### src/rtl/bit_serializer_pkg.sv
// Shared definitions for the bit serializer and the sequence-detector bench.
// Holds the FSM state encoding and the default parallel word width.
package bit_serializer_pkg;

   localparam int DEFAULT_WIDTH = 8;

   typedef enum logic {
      IDLE  = 1'b0,
      SHIFT = 1'b1
   } state_e;

endpackage

### src/rtl/bit_serializer.sv
// Parallel-to-serial converter with valid/ready intake and registered serial outputs.
// Words stream back-to-back when a new word is offered during the last bit.
module bit_serializer
   import bit_serializer_pkg::*;
#(
   parameter int WIDTH     = DEFAULT_WIDTH,
   parameter bit MSB_FIRST = 1'b1
) (
   input  logic             clk,
   input  logic             reset,
   input  logic [WIDTH-1:0] din,
   input  logic             din_valid,
   output logic             din_ready,
   output logic             w,
   output logic             w_valid,
   output logic             sof,
   output logic             busy
);

   localparam int            CW   = $clog2(WIDTH);
   localparam logic [CW-1:0] LAST = CW'(WIDTH - 1);

   state_e           state_q;
   logic [CW-1:0]    cnt_q;
   logic [WIDTH-1:0] sreg_q, sreg_d;
   logic             w_q, w_valid_q, sof_q, busy_q;
   logic             last, xfer;

   function automatic logic head(input logic [WIDTH-1:0] v);
      return MSB_FIRST ? v[WIDTH-1] : v[0];
   endfunction

   assign last      = (cnt_q == LAST);
   assign din_ready = (state_q == IDLE) || last;
   assign xfer      = din_valid && din_ready;

   // The register always holds the remaining bits with the visible one at the head.
   always_comb begin
      sreg_d = MSB_FIRST ? {sreg_q[WIDTH-2:0], 1'b0} : {1'b0, sreg_q[WIDTH-1:1]};
   end

   always_ff @(posedge clk or negedge reset) begin
      if (!reset) begin
         state_q   <= IDLE;
         cnt_q     <= '0;
         sreg_q    <= '0;
         w_q       <= 1'b0;
         w_valid_q <= 1'b0;
         sof_q     <= 1'b0;
         busy_q    <= 1'b0;
      end else if (xfer) begin
         state_q   <= SHIFT;
         cnt_q     <= '0;
         sreg_q    <= din;
         w_q       <= head(din);
         w_valid_q <= 1'b1;
         sof_q     <= 1'b1;
         busy_q    <= 1'b1;
      end else if (state_q == SHIFT) begin
         if (!last) begin
            cnt_q  <= cnt_q + 1'b1;
            sreg_q <= sreg_d;
            w_q    <= head(sreg_d);
            sof_q  <= 1'b0;
         end else begin
            // Drop to a clean all-zero idle stream for the downstream detector.
            state_q   <= IDLE;
            cnt_q     <= '0;
            sreg_q    <= '0;
            w_q       <= 1'b0;
            w_valid_q <= 1'b0;
            sof_q     <= 1'b0;
            busy_q    <= 1'b0;
         end
      end
   end

   assign w       = w_q;
   assign w_valid = w_valid_q;
   assign sof     = sof_q;
   assign busy    = busy_q;

endmodule

### config.mk
export PLATFORM = sky130hd
export DESIGN_NAME = bit_serializer
export DESIGN_NICKNAME = d
export VERILOG_FILES = /design/src/rtl/bit_serializer_pkg.sv /design/src/rtl/bit_serializer.sv
export SDC_FILE = /design/constraint.sdc
export NUM_CORES = 1
export LEC_CHECK = 0
export BUFFER_PORTS_ARGS = -buffer_cell sky130_fd_sc_hd__buf_2
export CAP_MARGIN = 20
export CORE_MARGIN = 2
export CORE_UTILIZATION = 54
export CTS_BUF_LIST = sky130_fd_sc_hd__clkbuf_4
export DETAILED_ROUTE_END_ITERATION = 6
export HOLD_SLACK_MARGIN = 0.05
export PLACE_DENSITY = 0.8
export SLEW_MARGIN = 10
export SYNTH_ARGS = -nofsm -noshare
export SYNTH_HDL_FRONTEND = slang
export SYNTH_SLANG_ARGS = --single-unit
### constraint.sdc
create_clock -name clk -period 1.7 [get_ports clk]
set_input_delay 0.085 -clock clk [delete_from_list [all_inputs] [get_ports clk]]
set_output_delay 0.085 -clock clk [all_outputs]
set_load 0.05 [all_outputs]
After elaboration in Yosys (flattened, before gate mapping)
Index checks and enable logic that the tools add are counted.

word-level totals
  bits in registers = 14
  bits of input ports = 11

operators by class
  $add $sub $neg = 1
  equal/unequal tests = 1
  mux-type cells = 17
  bitwise logic cells = 1
  reductions and logical operators = 5

operator list
  operator                                      number
  2-to-1 mux 7 bit                              3
  2-to-1 mux 1 bit                              11
  2-to-1 mux 3 bit                              3
  nonzero test 2 bit                            2
  adder 3 x 1 -> 3 bit (second input constant)  1
  == test 3 bit (second input constant)         1
  AND reduction 2 bit                           1
  logical AND 1 bit                             1
  logical OR 1 bit                              1
  inverter 1 bit                                1

Depth between registers and ports, before layout
Gate-level depths: netlist of run 1.

  depth in word-level cells = 5
  gate-level depth with buffers = 5
  gate-level depth less buffers = 4

Worst setup path before layout of run 1
OpenSTA, ideal clock, no wires.

  path type = register -> register
  start point = register cnt_q[0]
  end point = register sreg_q[1]
  arrival time = 1.305 ns
  required time = 1.610 ns
  path slack = 0.305 ns
  cell stages (with the launch flop) = 6
  path buffers = 1
  clock period less this slack = 1.395 ns
  path through = dfrtp_1 > ha_1 > ha_1 > nand2b_1 > buf_2 > o221ai_1

on the way
  cells in the longest elaborated chain, start to end = 4

ends and longest elaborated chain
  element                                                 line                  RTL
  start: declaration                                      bit_serializer.sv:24  logic [CW-1:0] cnt_q;
  start signal: assignment                                bit_serializer.sv:61  cnt_q <= cnt_q + 1'b1;
  == test 3 bit (*)                                       bit_serializer.sv:33  assign last = (cnt_q == LAST);
  logical OR 1 bit (*)                                    bit_serializer.sv:34  assign din_ready = (state_q == IDLE) || last;
  net din_ready                                           bit_serializer.sv:13  output logic din_ready,
  logical AND 1 bit (*)                                   bit_serializer.sv:35  assign xfer = din_valid && din_ready;
  2-to-1 mux 7 bit or nonzero test 2 bit (tied branches)  --
  end signal: assignment                                  bit_serializer.sv:54  sreg_q <= din;
  end signal: assignment                                  bit_serializer.sv:62  sreg_q <= sreg_d;
  end: declaration                                        bit_serializer.sv:25  logic [WIDTH-1:0] sreg_q, sreg_d;

The timed path passes the listed nets; every way through them passes the cells marked *. The select of a mux whose other input is x is not followed.
A chain may end at the register's enable or synchronous reset.

Final worst setup path of run 1
  start point = register cnt_q[0]
  end point = output din_ready

on the way
  cells in the longest elaborated chain, start to end = 2

ends and longest elaborated chain
  element           line
  == test 3 bit     bit_serializer.sv:33
  logical OR 1 bit  bit_serializer.sv:34
  end: declaration  bit_serializer.sv:13

No other way between the ends.

==> flow_summary.json, run 1 <==
{
  "ys_ff_latch": 14,
  "whs_ns": 0.0672,
  "crit_arrival_ns": 1.46,
  "crit_path_start_kind": "register",
  "worstPathMaxFanout": 9,
  "rows": 13,
  "die_y_um": 40.2,
  "wire_per_inst_um": 14.2,
  "rsz0062_at_grt": "false",
  "setup_tns_ns": 0,
  "grt_pass1_wl_um": 2160,
  "post-route-min-period_ns": 1.55,
  "placed_area_sq_um": 767,
  "ys_seq_area_share_pct": 49.6,
  "cp_top_family": "flip-flops",
  "synth_xor_area_share_pct": 0,
  "cellInternalPower_mw": 0.789,
  "start_util_pct": 55.7,
  "ir_worst_vdd_uv": 788,
  "syn_avg_cell_area_sq_um": 10.7,
  "fp.coreArea_sq_um": 1270,
  "hold_viol": 0,
  "dieArea_sq_um": 1610,
  "first_global_vias": 509,
  "cap_violations": 0,
  "critical_path_buf_inv_count": 1,
  "finalWirelength_um": 1370,
  "cts_tree": "done",
  "worst_slew_pin_slew_ns": 0.523,
  "synthAdderAreaFrac_pct": 3.54,
  "area_growth_pct": 15.6,
  "synthesis.area_sq_um": 707,
  "p_leak_nw": 0.399,
  "finalCritPeriodShare_pct": 91.0,
  "ant_nets": 0,
  "cpPeakStageDelay_ns": 0.41,
  "vias_per_cell": 5.66,
  "synthesis.nets": 79,
  "firstDrtPassIters": 5,
  "crit_chain": "ha_1 -> ha_1 -> nand2b_4 -> buf_6",
  "die-width_um": 40.2,
  "layout.cells.non_filler": 96,
  "setup.worst_path.class": "reg -> out",
  "antenna_found_initial": 0,
  "synth_simple_gate_area_share_pct": 11.0,
  "cts_setup_buffers": 0,
  "synth_top_family_by_area": "compound AO/OA/AOI/OAI gates",
  "grt_usage_pct": 21.2,
  "worst_path_max_delay_cell": "dfrtp_1",
  "maxSlewViolCount": 0,
  "netSwitchingFraction_pct": 42.7,
  "clockPowerShare_pct": 14.0,
  "combinationalPowerShare_pct": 45.2,
  "crit_required_ns": 1.62,
  "num_io_pins": 16,
  "diodes": 0,
  "grt.overflow.total": 0,
  "status": "completed",
  "seq_power_share_pct": 40.7,
  "fin_ws_ns": 0.152,
  "fill_cells": 107,
  "root_buffer": "clkbuf_4",
  "fin_util_pct": 64.4,
  "pre_cts_slack_ns": 0.267,
  "port_buffers": 15,
  "drtIter0Drc": 7,
  "fmax_mhz": 646,
  "grt_max_degree": 22,
  "drive_gt1_share_pct": 24.7,
  "power_per_cell_area_nw_per_um2": 1690,
  "synthMuxAreaShare_pct": 11.3,
  "clk_latency_ns": 0.28,
  "dp_hpwl_um": 917,
  "dr_total_vias": 543,
  "cts_buffers": 3,
  "synth_compound_area_share_pct": 15.0,
  "fin_total_pwr_mw": 1.38,
  "gp_congestion": 0.720,
  "synth_warnings": 0,
  "clk_pin_slew_ns": 0.09,
  "htree_levels": 1,
  "stdcell_area_sq_um": 817,
  "worstSetupEndpointType": "primary output",
  "slew_headroom_pct": 65.1,
  "hold_path.class": "in -> reg",
  "synth.distinct_cells": 17,
  "fin_worst_skew_ns": 0.00966,
  "fin_nets": 95,
  "cts_sinks": 14,
  "layout_common_cells": "dfrtp_1 (14), buf_2 (14), mux2i_1 (8), nand3_1 (8)",
  "finalSetupViolCount": 0,
  "syn-instance-count": 66,
  "clk_path_buf_depth": 2,
  "drc_errors": 0,
  "power_switching_mw": 0.589,
  "dp.cells": 91,
  "crit_top_cell": "ha_1"
}
## cell families after synthesis
logic type | Yosys count
muxes | 8
adders and majority gates | 2
DFF | 14
and+or+nand+nor | 16
buffers and inverters | 13
AOI/OAI and AO/OA | 13
## layout make-up
type,instances,area [sq um],area share [%]
Sequential cell,14,350,42.9
Clock inverter,1,3.75,0.459
Multi-Input combinational cell,39,297,36.3
Timing Repair Buffer,17,98.8,12.1
Tap cell,15,18.8,2.30
Inverter,7,26.3,3.22
Clock buffer,3,22.5,2.76
## layer usage
metal | up-vias | track usage [%] | wire length (um)
li1 | 271 | - | -
met1 | 258 | 25.4 | 625
met2 | 12 | 33.1 | 671
met3 | 2 | 3.33 | 44
met4 | 0 | 17.5 | 23
met5 | - | 0 | 0
## power groups by stage
stage          sequential (mW)  combinational (mW)  clock, mW
2_1_floorplan            0.623               0.418          0
3_3_place_gp             0.556               0.581          0
3_5_place_dp             0.566               0.593          0
4_1_cts                  0.560               0.610      0.199
5_1_grt                  0.578               0.687      0.208
6_report                 0.561               0.623      0.193
## sequential cells by signal, indices dropped and copies added (netlist names)
signal	count
sof	1
cnt_q	3
busy	1
sreg_q	7
w	1
state_q	1
## repair_timing
action / CTS / global route
hold endpoints to repair: 14 / 0
gates resized for setup: 2 / 2
hold buffers: 1 / 0
endpoints found under the setup margin: 1 / 1
gates cloned: 0 / 0
## worst register-to-register path, stage by stage (launching register included)
cell and delay, ns:
dfrtp_1 0.39, ha_1 0.16, ha_1 0.15, buf_4 0.17
nand2_1 0.12, a32o_1 0.29
## final timing paths
| path | cells past startpoint | end | slack [ns] | start |
|---|---|---|---|---|
| worst max-delay path | 4 | din_ready | 0.15 | cnt_q[0]$_DFFE_PN0P_ |
| worst max register to register | 5 | cnt_q[1]$_DFFE_PN0P_ | 0.31 | cnt_q[0]$_DFFE_PN0P_ |
| min in group asynchronous | 2 | busy$_DFFE_PN0P_ | 0.21 | reset |
| worst min register to register | 1 | cnt_q[1]$_DFFE_PN0P_ | 0.51 | cnt_q[1]$_DFFE_PN0P_ |
| worst min-delay path | 3 | sreg_q[0]$_DFFE_PN0P_ | 0.07 | din[0] |
| max in group asynchronous | 2 | state_q$_DFF_PN0_ | 1.24 | reset |
## synthesized netlist by cell type
master	n	area [sq um]
a22o_1	1	8.76
a31oi_1	1	6.26
a32o_1	2	20.0
buf_2	3	15.0
buf_4	2	15.0
buf_6	1	11.3
dfrtp_1	14	350
ha_1	2	25.0
inv_1	7	26.3
mux2i_1	8	80.1
nand2_1	1	3.75
nand2b_1	3	18.8
nand3_1	8	40.0
nor2_1	4	15.0
o21ai_0	1	5.00
o21ai_1	1	5.00
o221ai_1	7	61.3
(Power assumes the default switching activity.)
==> run 2, diff against run 1 <==
--- a/constraint.sdc
+++ b/constraint.sdc
@@ -3,2 +3,2 @@
 set_output_delay 0.085 -clock clk [all_outputs]
-set_load 0.05 [all_outputs]
+set_load 0.01 [all_outputs]
==> run 2 against run 1 <==
Against the previous run:
- setup slack got worse by 0.082 ns
- register-to-register slack got worse by 0.10 ns
- count of clock-buffer cells in the layout did not move
- cell count did not move
- sequential share of layout area rose by 0.33 points
- clock skew barely moved
- die area did not move
- first-iteration DRC count rose to 2.6 times the previous value
- critical path depth did not move
- clock power rose by 3%
==> flow_summary.json, run 2 (same netlist as run 1, synthesis figures left out) <==
{
  "worstSetupEndpointType": "primary output",
  "largest_reg_flops": 7,
  "num_io_pins": 16,
  "grt_usage_pct": 23.2,
  "regMostFlops": "sreg_q",
  "clk_pin_slew_ns": 0.09,
  "antenna_found_initial": 0,
  "crit_required_ns": 1.62,
  "top_regs": "sreg_q x7, cnt_q x3",
  "firstDrtPassIters": 3,
  "cp_top_family": "adder cells",
  "critical_path_buf_inv_count": 1,
  "cpPeakStageDelay_ns": 0.41,
  "maxSlewViolCount": 0,
  "layout_common_cells": "buf_2 (15), dfrtp_1 (14), mux2i_1 (8), nand3_1 (8)",
  "rsz0062_at_grt": "false",
  "cts_tree": "done",
  "ir_worst_vdd_uv": 678,
  "drtIter0Drc": 18,
  "finalCritPeriodShare_pct": 95.9,
  "grt.overflow.total": 0,
  "crit_chain": "ha_1 -> ha_1 -> nand2b_4 -> buf_2",
  "worst_r2r_endpoint": "cnt_q[1]$_DFFE_PN0P_",
  "fmax_mhz": 614,
  "fin_ws_ns": 0.0705,
  "hp-start": "din[0]",
  "crit_path_start_kind": "register",
  "worst_path_max_delay_cell": "dfrtp_1",
  "setup.worst_path.class": "reg -> out",
  "slew_headroom_pct": 65.1,
  "finalWirelength_um": 1410,
  "worstPathMaxFanout": 9,
  "gp_congestion": 0.744,
  "die-width_um": 40.2,
  "fin_nets": 95,
  "r2r_cells": 5,
  "root_buffer": "clkbuf_4",
  "diodes": 0,
  "multi_input_area_sq_um": 297,
  "layout_commonest_cell": "buf_2",
  "regArea_sq_um": 350,
  "dieArea_sq_um": 1610,
  "vias_per_cell": 5.95,
  "start_util_pct": 55.7,
  "fin_util_pct": 63.9,
  "cts_buffers": 3,
  "hold_path.class": "in -> reg",
  "cts_setup_buffers": 0,
  "grt_max_degree": 22,
  "drive_gt1_share_pct": 24.7,
  "cts_sinks": 14,
  "dr_total_vias": 571,
  "first_global_vias": 561,
  "power_per_cell_area_nw_per_um2": 1500,
  "ant_nets": 0,
  "worst_slew_pin_slew_ns": 0.523,
  "min_to": "sreg_q[0]$_DFFE_PN0P_",
  "r2r_start": "cnt_q[0]$_DFFE_PN0P_",
  "cap_violations": 0,
  "fp.coreArea_sq_um": 1270,
  "rows": 13,
  "finalSetupViolCount": 0,
  "grt_pass1_wl_um": 2410,
  "port_buffers": 15,
  "clk_latency_ns": 0.29,
  "holdPathStages": 3,
  "wire_per_inst_um": 14.7,
  "area_growth_pct": 14.7,
  "die_y_um": 40.2,
  "pre_cts_slack_ns": 0.197,
  "status": "completed",
  "hold_viol": 0,
  "dp_hpwl_um": 942,
  "htree_levels": 1,
  "setup_tns_ns": 0,
  "post-route-min-period_ns": 1.63,
  "fin_worst_skew_ns": 0.0100,
  "drc_errors": 0,
  "p_leak_nw": 0.398,
  "fin_total_pwr_mw": 1.22,
  "r2r_slack_ns": 0.21,
  "crit_top_cell": "ha_1",
  "clk_path_buf_depth": 2,
  "crit_arrival_ns": 1.54,
  "fill_cells": 105
}
[run 2: cell counts in the layout (fill, tap and decap cells not counted)]
Identical to the previous run, type by type.
[run 2: area by class of cell]
class                      instances  area share [%]
sequential                        14            43.2
clock inverter                     1           0.463
tap                               15            2.31
inverter                           7            3.24
clock buffer                       3            2.78
multi-input combinational         39            36.6
timing repair buffer              17            11.4
[run 2: worst reg2reg max path, delay by kind of cell (launching register included)]
family | cells | cell delay, ns
adders and majority gates | 2 | 0.41
DFF | 1 | 0.39
AOI/OAI and AO/OA | 1 | 0.29
buffers and inverters | 1 | 0.19
and+or+nand+nor | 1 | 0.11
[run 2: stage by stage]
stage / hold WS [ns] / std cells / area [sq um]
2_1_floorplan: -0.211 / 66 / 707
3_3_place_gp: -0.00640 / 91 / 767
3_5_place_dp: -0.00141 / 91 / 767
4_1_cts: 0.0570 / 96 / 811
5_1_grt: 0.0637 / 96 / 811
6_report: 0.0543 / 96 / 811
[run 2: where the power goes]
part	internal (mW)	switching, mW	leakage (nW)
Clock	0.0853	0.114	0.0154
Sequential	0.461	0.106	0.180
Combinational	0.231	0.222	0.203
[run 2: how the worst max path moves through the flow]
stage | from | end | slack (ns) | depth (start not counted)
after floorplan | cnt_q[0]$_DFFE_PN0P_ | sreg_q[1]$_DFFE_PN0P_ | 0.41 | 5
after global placement | cnt_q[0]$_DFFE_PN0P_ | sreg_q[4]$_DFFE_PN0P_ | 0.25 | 4
after detailed placement | cnt_q[0]$_DFFE_PN0P_ | w$_DFFE_PN0P_ | 0.20 | 4
after CTS | cnt_q[0]$_DFFE_PN0P_ | din_ready | 0.08 | 4
after global routing | cnt_q[0]$_DFFE_PN0P_ | din_ready | 0.02 | 4
final | cnt_q[0]$_DFFE_PN0P_ | din_ready | 0.07 | 4
[run 2: what timing repair did]
action / CTS / global route
gates resized for setup: 2 / 0
hold endpoints to repair: 14 / 0
hold buffers: 1 / 0
setup endpoints to repair: 1 / 0
[run 2: routing by layer]
metal	GRT usage, %	wire, um
met1	30.7	672
met2	35.5	652
met3	5.56	65
met4	11.7	19
met5	0	0
